===== src/rtl/nrzi_pkg.sv =====
// -----------------------------------------------------------------------------
// nrzi_pkg
// Shared definitions for the NRZI line path.
// The receive deserializer and the line encoder both use this package.
//   rx_state_t       : bit-stuffing state of the receiver
//   NRZI_STUFF_LEN   : decoded 1s after which one stuffed 0 follows
//   NRZI_IDLE_LEVEL  : line level at reset and at frame restart
//   nrzi_decode()    : one NRZI sample -> data bit (level held = 1)
// -----------------------------------------------------------------------------
package nrzi_pkg;

    typedef enum logic [0:0] {
        ST_DATA  = 1'b0,
        ST_STUFF = 1'b1
    } rx_state_t;

    localparam int   NRZI_STUFF_LEN  = 6;
    localparam logic NRZI_IDLE_LEVEL = 1'b1;

    // A held level carries a 1 and a toggled level carries a 0.
    function automatic logic nrzi_decode(input logic level, input logic prev_level);
        return (level == prev_level);
    endfunction

endpackage


===== src/rtl/nrzi_bit_decoder.sv =====
// -----------------------------------------------------------------------------
// nrzi_bit_decoder
// Stores the previous line level and turns each line sample into a data bit.
//   clk          in  rising-edge clock
//   areset_n     in  asynchronous active-low reset
//   i_line_in    in  sampled NRZI line level
//   i_line_valid in  i_line_in holds a new sample this cycle
//   i_sync_clr   in  frame restart; forces the level back to IDLE_LEVEL
//   o_bit        out decoded bit (combinational)
//   o_bit_valid  out o_bit is meaningful this cycle (combinational)
// -----------------------------------------------------------------------------
module nrzi_bit_decoder
    import nrzi_pkg::*;
#(
    parameter logic IDLE_LEVEL = NRZI_IDLE_LEVEL
) (
    input  logic clk,
    input  logic areset_n,
    input  logic i_line_in,
    input  logic i_line_valid,
    input  logic i_sync_clr,
    output logic o_bit,
    output logic o_bit_valid
);

    logic r_prev_level;

    // Previous-level register; a frame restart takes priority over a sample.
    always_ff @(posedge clk or negedge areset_n) begin
        if (!areset_n) begin
            r_prev_level <= IDLE_LEVEL;
        end else if (i_sync_clr) begin
            r_prev_level <= IDLE_LEVEL;
        end else if (i_line_valid) begin
            r_prev_level <= i_line_in;
        end else begin
            r_prev_level <= r_prev_level;
        end
    end

    // A sample that arrives together with sync_clr is not decoded.
    assign o_bit       = nrzi_decode(i_line_in, r_prev_level);
    assign o_bit_valid = i_line_valid & ~i_sync_clr;

endmodule


===== src/rtl/nrzi_rx_deserializer.sv =====
// -----------------------------------------------------------------------------
// nrzi_rx_deserializer
// Decodes an NRZI line, removes stuffed zeros and assembles LSB-first words.
// The words are presented on a valid/ready interface.
//   clk        in  rising-edge clock
//   areset_n   in  asynchronous active-low reset
//   line_in    in  sampled NRZI line level
//   line_valid in  line_in holds a new sample this cycle
//   sync_clr   in  synchronous frame restart (output register untouched)
//   data_out   out assembled word, LSB received first
//   data_valid out data_out holds an unconsumed word
//   data_ready in  downstream accepts the word this cycle
//   stuff_err  out one-cycle pulse: a 1 arrived where a stuffed 0 was due
//   overrun    out one-cycle pulse: a word was dropped because the output was full
// -----------------------------------------------------------------------------
module nrzi_rx_deserializer
    import nrzi_pkg::*;
#(
    parameter int   DATA_W     = 8,
    parameter int   STUFF_LEN  = NRZI_STUFF_LEN,
    parameter logic IDLE_LEVEL = NRZI_IDLE_LEVEL
) (
    input  logic              clk,
    input  logic              areset_n,
    input  logic              line_in,
    input  logic              line_valid,
    input  logic              sync_clr,
    output logic [DATA_W-1:0] data_out,
    output logic              data_valid,
    input  logic              data_ready,
    output logic              stuff_err,
    output logic              overrun
);

    localparam int CNT_W  = $clog2(DATA_W);
    localparam int ONES_W = $clog2(STUFF_LEN + 1);

    localparam logic [CNT_W-1:0]  LAST_BIT   = CNT_W'(DATA_W - 1);
    localparam logic [ONES_W-1:0] STUFF_ONES = ONES_W'(STUFF_LEN);

    rx_state_t         r_state;
    logic [ONES_W-1:0] r_ones_cnt;
    logic [CNT_W-1:0]  r_bit_cnt;
    logic [DATA_W-1:0] r_shreg;
    logic [DATA_W-1:0] r_data_out;
    logic              r_data_valid;
    logic              r_stuff_err;
    logic              r_overrun;

    logic              w_bit;
    logic              w_bit_valid;
    logic [DATA_W-1:0] w_word;
    logic [ONES_W-1:0] w_ones_inc;
    logic              w_word_done;
    logic              w_stuff_viol;

    nrzi_bit_decoder #(
        .IDLE_LEVEL (IDLE_LEVEL)
    ) u_bit_decoder (
        .clk          (clk),
        .areset_n     (areset_n),
        .i_line_in    (line_in),
        .i_line_valid (line_valid),
        .i_sync_clr   (sync_clr),
        .o_bit        (w_bit),
        .o_bit_valid  (w_bit_valid)
    );

    assign w_word     = {w_bit, r_shreg[DATA_W-1:1]};
    assign w_ones_inc = r_ones_cnt + ONES_W'(1);

    // Classifies the current decoded bit as word completion or stuff violation.
    always_comb begin
        w_word_done  = 1'b0;
        w_stuff_viol = 1'b0;
        if (w_bit_valid) begin
            case (r_state)
                ST_DATA:  w_word_done  = (r_bit_cnt == LAST_BIT);
                ST_STUFF: w_stuff_viol = w_bit;
                default: begin
                    w_word_done  = 1'b0;
                    w_stuff_viol = 1'b0;
                end
            endcase
        end else begin
            w_word_done  = 1'b0;
            w_stuff_viol = 1'b0;
        end
    end

    // Stuff FSM, shift register and counters.
    always_ff @(posedge clk or negedge areset_n) begin
        if (!areset_n) begin
            r_state    <= ST_DATA;
            r_ones_cnt <= '0;
            r_bit_cnt  <= '0;
            r_shreg    <= '0;
        end else if (sync_clr) begin
            r_state    <= ST_DATA;
            r_ones_cnt <= '0;
            r_bit_cnt  <= '0;
            r_shreg    <= '0;
        end else if (w_bit_valid) begin
            case (r_state)
                ST_DATA: begin
                    r_shreg   <= w_word;
                    r_bit_cnt <= w_word_done ? '0 : r_bit_cnt + CNT_W'(1);
                    // The run of ones carries across word boundaries.
                    if (w_bit) begin
                        if (w_ones_inc == STUFF_ONES) begin
                            r_state    <= ST_STUFF;
                            r_ones_cnt <= '0;
                        end else begin
                            r_ones_cnt <= w_ones_inc;
                        end
                    end else begin
                        r_ones_cnt <= '0;
                    end
                end
                ST_STUFF: begin
                    r_state <= ST_DATA;
                    // A 1 in the stuff slot drops the partial word.
                    if (w_bit) begin
                        r_ones_cnt <= '0;
                        r_bit_cnt  <= '0;
                        r_shreg    <= '0;
                    end
                end
                default: begin
                    r_state    <= ST_DATA;
                    r_ones_cnt <= '0;
                    r_bit_cnt  <= '0;
                    r_shreg    <= '0;
                end
            endcase
        end
    end

    // Output register, valid/ready handshake and the error pulses.
    always_ff @(posedge clk or negedge areset_n) begin
        if (!areset_n) begin
            r_data_out   <= '0;
            r_data_valid <= 1'b0;
            r_stuff_err  <= 1'b0;
            r_overrun    <= 1'b0;
        end else begin
            r_stuff_err <= w_stuff_viol;
            r_overrun   <= 1'b0;
            if (w_word_done) begin
                // The slot is free when empty or being drained this cycle.
                if (!r_data_valid || data_ready) begin
                    r_data_out   <= w_word;
                    r_data_valid <= 1'b1;
                end else begin
                    r_overrun <= 1'b1;
                end
            end else if (data_ready) begin
                r_data_valid <= 1'b0;
            end else begin
                r_data_valid <= r_data_valid;
            end
        end
    end

    assign data_out   = r_data_out;
    assign data_valid = r_data_valid;
    assign stuff_err  = r_stuff_err;
    assign overrun    = r_overrun;

endmodule

===== config.mk =====
export PLATFORM = sky130hd
export DESIGN_NAME = nrzi_rx_deserializer
export DESIGN_NICKNAME = d
export VERILOG_FILES = /design/src/rtl/nrzi_pkg.sv /design/src/rtl/nrzi_bit_decoder.sv /design/src/rtl/nrzi_rx_deserializer.sv
export SDC_FILE = /design/constraint.sdc
export NUM_CORES = 1
export LEC_CHECK = 0
export CAP_MARGIN = 10
export CELL_PAD_IN_SITES_DETAIL_PLACEMENT = 0
export CELL_PAD_IN_SITES_GLOBAL_PLACEMENT = 2
export CORE_ASPECT_RATIO = 2
export CORE_MARGIN = 2
export CORE_UTILIZATION = 37
export CTS_CLUSTER_DIAMETER = 150
export DETAILED_ROUTE_END_ITERATION = 7
export HOLD_SLACK_MARGIN = 0.02
export PLACE_DENSITY = 0.77
export SLEW_MARGIN = 25
export SYNTH_ARGS = -nofsm -noshare
export SYNTH_HDL_FRONTEND = slang
export SYNTH_HIERARCHICAL = 1
export SYNTH_SLANG_ARGS = --single-unit

===== constraint.sdc =====
create_clock -name clk -period 1.66 [get_ports clk]
set_input_delay 0.332 -clock clk [delete_from_list [all_inputs] [get_ports clk]]
set_output_delay 0.332 -clock clk [all_outputs]
set_load 0.03 [all_outputs]

-- Word level (Yosys, flattened, before mapping)
Cells that the tools add are included.
- bits in registers: 27
- logic and storage cells: 57
- input bits: 6
- output and inout bits: 11
- equality and inequality tests: 5
- muxes and demuxes: 30
- reduce and logical (&&, ||, !) cells: 8
- add/subtract/negate cells: 2
- bitwise operators: 3
- operators with widths (kind ; count):
    two-way mux 3 bit ; 8
    two-way mux 8 bit ; 3
    one-hot mux 8 bit (2 select lines) ; 1
    two-way mux 1 bit ; 15
    one-hot mux 3 bit (2 select lines) ; 2
    adder 3 x 1 -> 3 bit (second input constant) ; 2
    equality test 3 bit (second input constant) ; 2
    AND reduction 2 bit ; 3
    nonzero test 2 bit ; 3
    inequality test 3 x 2 -> 1 bit (second input constant) ; 1
    inequality test 2 x 1 -> 1 bit (second input constant) ; 1
    inverter 1 bit ; 2
    one-hot mux 1 bit (2 select lines) ; 1
    bitwise AND 1 bit ; 1
    equality test 1 bit ; 1
    logical NOT 1 bit ; 1
    logical OR 1 bit ; 1

-- Depth between registers and ports, before layout
- depth after elaboration: 7
- mapped depth: 6
- mapped depth without buffers: 5

-- Modules after synthesis
Netlist, hierarchy kept.
- modules (own cells, without submodules) (module ; cells an instance ; area each (um2) ; seq. area each (um2) ; times used):
    nrzi_rx_deserializer ; 80 ; 1188.6 ; 625.6 ; 1
    nrzi_bit_decoder ; 5 ; 56.3 ; 26.3 ; 1

-- Least setup slack after synthesis
Ideal clock, no wire load.
- kind: reg-to-reg
- from: register r_bit_cnt[0]
- to: register r_data_out[0], in the netlist data_out[0]
- path buffers: 1
- stages on the path, launching flop included: 7
- clock period less this slack: 1.500 ns
- data required time: 1.535 ns
- data arrival time: 1.375 ns
- setup slack: 0.160 ns
- library setup time: 0.125 ns
- cell sequence: dfrtp_1 -> ha_1 -> ha_1 -> nand3b_4 -> nor2b_4 -> buf_6 -> mux2_4
- longest elaborated chain between the ends: 4
- RTL lines (what ; line ; RTL):
    start, declared ; nrzi_rx_deserializer.sv:43 ; logic [CNT_W-1:0] r_bit_cnt;
    start signal, assigned ; nrzi_rx_deserializer.sv:107 ; r_bit_cnt <= w_word_done ? '0 : r_bit_cnt + CNT_W'(1);
    equality test 3 bit ; nrzi_rx_deserializer.sv:78 ; ST_DATA: w_word_done = (r_bit_cnt == LAST_BIT);
    two-way mux 1 bit ; nrzi_rx_deserializer.sv:77 ; case (r_state)
    two-way mux 1 bit ; nrzi_rx_deserializer.sv:76 ; if (w_bit_valid) begin
    AND reduction 2 bit (no line) ; -- ;
    end signal, assigned ; nrzi_rx_deserializer.sv:152 ; r_data_out <= w_word;
    end, declared ; nrzi_rx_deserializer.sv:45 ; logic [DATA_W-1:0] r_data_out;
No other way between the ends.
A chain may end at the register's enable or synchronous reset.

-- Worst setup path after layout
- from: register r_data_valid, in the netlist data_valid
- to: output data_valid
- RTL lines (what ; line ; RTL):
    start, declared ; nrzi_rx_deserializer.sv:46 ; logic r_data_valid;
    start signal, assigned ; nrzi_rx_deserializer.sv:160 ; r_data_valid <= r_data_valid;
    end, declared ; nrzi_rx_deserializer.sv:29 ; output logic data_valid,
No word-level cell between the ends.

==> flow_summary.toml <==
[floorplan]
rows = 29
fp.dieH_um = 86.0
start_util = 0.390
pin_count = 17
die_area_um2 = 3870
design.core.area_um2 = 3190
die_w_um = 45.0

[critical_path]
crit_path_max_fanout = 2
r2r_slack_ns = 0.10
max_stage_delay_ns = 0.67
worstSetupPathDepth = 1
cp-end-kind = "output pin"
crit_required_ns = 1.33
critPathTopFamily = "buffers and inverters"
worst_setup_path_start_kind = "flip-flop"
cp_slowest_cell = "clkdlybuf4s50_1"
worst_r2r_path_depth = 6
path_cells = "clkdlybuf4s50_1"
critPathBufInv = 1
cp_data_arrival_time_ns = 1.28
critical_path_class = "flip-flop to output pin"

[sta]
slew_headroom = 0.784
max_freq_mhz = 621
setup_viol = 0
finalHoldViolations = 0
fin_hold_ws_ns = 0.432
tightest_slew_ns = 0.324
fin_skew_ns = 0.000977
fin_ws_ns = 0.0509
fin_crit_ns = 1.61
period_share = 0.969
rsz0062_at_grt = "no"
slew_violations = 0

[global_routing]
grt-ovfl-total = 0
grt_pass1_vias = 805
grt_max_degree = 27
antenna_found_initial = 0
grt_usage = 0.124
grt_pass1_wl_um = 3580

[synthesis]
synth_edf_count = 0
synth_warnings = 6
syn-instance-count = 85
synthFlopType = "dfrtp_1"
syn_area_per_cell_um2 = 14.6
synth_cell_types = 28
ys_seq_area_frac = 0.524
yosys_register_bits = 26
async_flop_share = 1.00
syn_nets = 95
synthesis.area_um2 = 1240

[drt]
drc = 0
vias = 763
drt-initial-drc-count = 13
vias_per_cell = 5.26
wl_per_cell_um = 14.7
routed_wl_um = 2130
dr.pass1.iters = 4
antenna_left = 0

[pwr]
ir_drop_mv = 0.440
finalPower_mw = 1.14
power_density_nw_per_um2 = 713
p_leak_nw = 0.977

[clock_network]
cts_made_buffers = 3
cts_resized = 0
clk_pin_slew_ns = 0.09
insertion_delay_ns = 0.26
htreeDepth = 1
cts_hold_buf = 0
post_cts_buffers = 0
cts_tree = "done"
clk_path_buf_depth = 2
cts_num_sinks = 26
clock-root-buffer = "clkbuf_8"

[min_path]
hold_class = "primary input to async pin"

[job]
maxCapViolations = 0

[placement]
dpl_worst_slack_ns = -0.257
io_buffers = 16
dp_hpwl_um = 1600
place.gp.congestion = 0.674
place_area_um2 = 1520

[outcome]
outcome = "completed"

[finish]
insertedDiodeCount = 0
post-route-cell-area_um2 = 1600
layout.nets = 125
syn_to_final_growth_pct = 28.1
drive_above_1_share = 0.377
==> through the flow <==
| stage | instances | TNS [ns] | utilization |
|---|---|---|---|
| floorplan | 85 | 0 | - |
| global placement | 141 | -4.04 | 0.475 |
| detailed placement | 141 | -4.59 | 0.475 |
| CTS | 145 | 0 | 0.492 |
| global route | 145 | 0 | 0.500 |
| finish | 145 | 0 | 0.500 |
==> worst register-to-register path, delay by kind of cell, from the launching register on <==
kind          cells  cell delay [ns]
fa+ha+maj         2             0.40
mux               1             0.30
flops             1             0.37
simple gates      2             0.25
buf+inv           1             0.14
==> kinds of logic after synthesis <==
| group | after synthesis | share of synthesized area |
|---|---|---|
| compound gates | 17 | 0.117 |
| xor+xnor | 1 | 0.00704 |
| fa+ha+maj | 4 | 0.0402 |
| buf+inv | 7 | 0.0432 |
| flops | 26 | 0.524 |
| mux | 9 | 0.106 |
| simple gates | 21 | 0.164 |
==> synthesized netlist by cell type (all sizes together) (2+ instances only) <==
cell	instances	area, µm²
nor2	3	11.3
and4bb	6	75.1
mux2	9	131
inv	2	7.51
dfrtp	25	626
nand2b	4	25.0
ha	4	50.1
buf	5	46.3
a22o	3	26.3
a21bo	2	20.0
nor2b	3	26.3
a21o	8	60.1
==> per-layer routing <==
layer | routed length [µm] | up-vias | GRT usage | share of wire
met5 | 0 | - | 0 | 0
met2 | 1240 | 8 | 0.219 | 0.58
met3 | 53 | 2 | 0.0189 | 0.025
li1 | - | 365 | - | -
met1 | 798 | 388 | 0.134 | 0.38
met4 | 32 | 0 | 0.0642 | 0.015
==> cells in the final DEF, fill, tap and decap left out, drive strengths merged <==
cell,n
a211oi,1
a21bo,2
xnor2,1
nor2,3
ha,4
nand4bb,1
o32ai,1
and3,1
dlymetal6s2s,8
a21o,8
nand3b,1
dfrtp,25
clkbuf,4
a22o,3
mux2,9
a21oi,1
and4bb,6
nand2,1
nor4b,1
buf,14
dfstp,1
clkdlybuf4s50,8
a211o,1
inv,2
nand2b,4
nor2b,3
==> registers in the layout (all words and copies together), names as in the netlist <==
name	cells
u_bit_decoder/r_prev_level	1
r_state	1
data_valid	1
overrun	1
r_ones_cnt	3
stuff_err	1
r_shreg	7
r_bit_cnt	3
data_out	8
==> area by class of cell <==
| type | instances | area (µm²) |
|---|---|---|
| Timing Repair Buffer | 30 | 298 |
| Tap cell | 31 | 38.8 |
| Sequential cell | 26 | 652 |
| Multi-Input combinational cell | 52 | 544 |
| Fill cell | 292 | 1600 |
| Inverter | 2 | 7.51 |
| Clock buffer | 4 | 55.1 |
==> report_power, final <==
group	internal, mW	switching (mW)
Sequential	0.642	0.00593
Clock	0.212	0.188
Combinational	0.0465	0.0427
Total	0.900	0.237
==> worst paths after layout <==
check                                              to         start
max                                        data_valid    data_valid
min                                        data_valid      areset_n
max reg2reg                               data_out[3]  r_bit_cnt[1]
min reg2reg                                r_shreg[1]    r_shreg[1]
max in group asynchronous  u_bit_decoder/r_prev_level      areset_n
min in group clk                           r_shreg[1]    r_shreg[1]
Power figures use the tool's default switching activity.
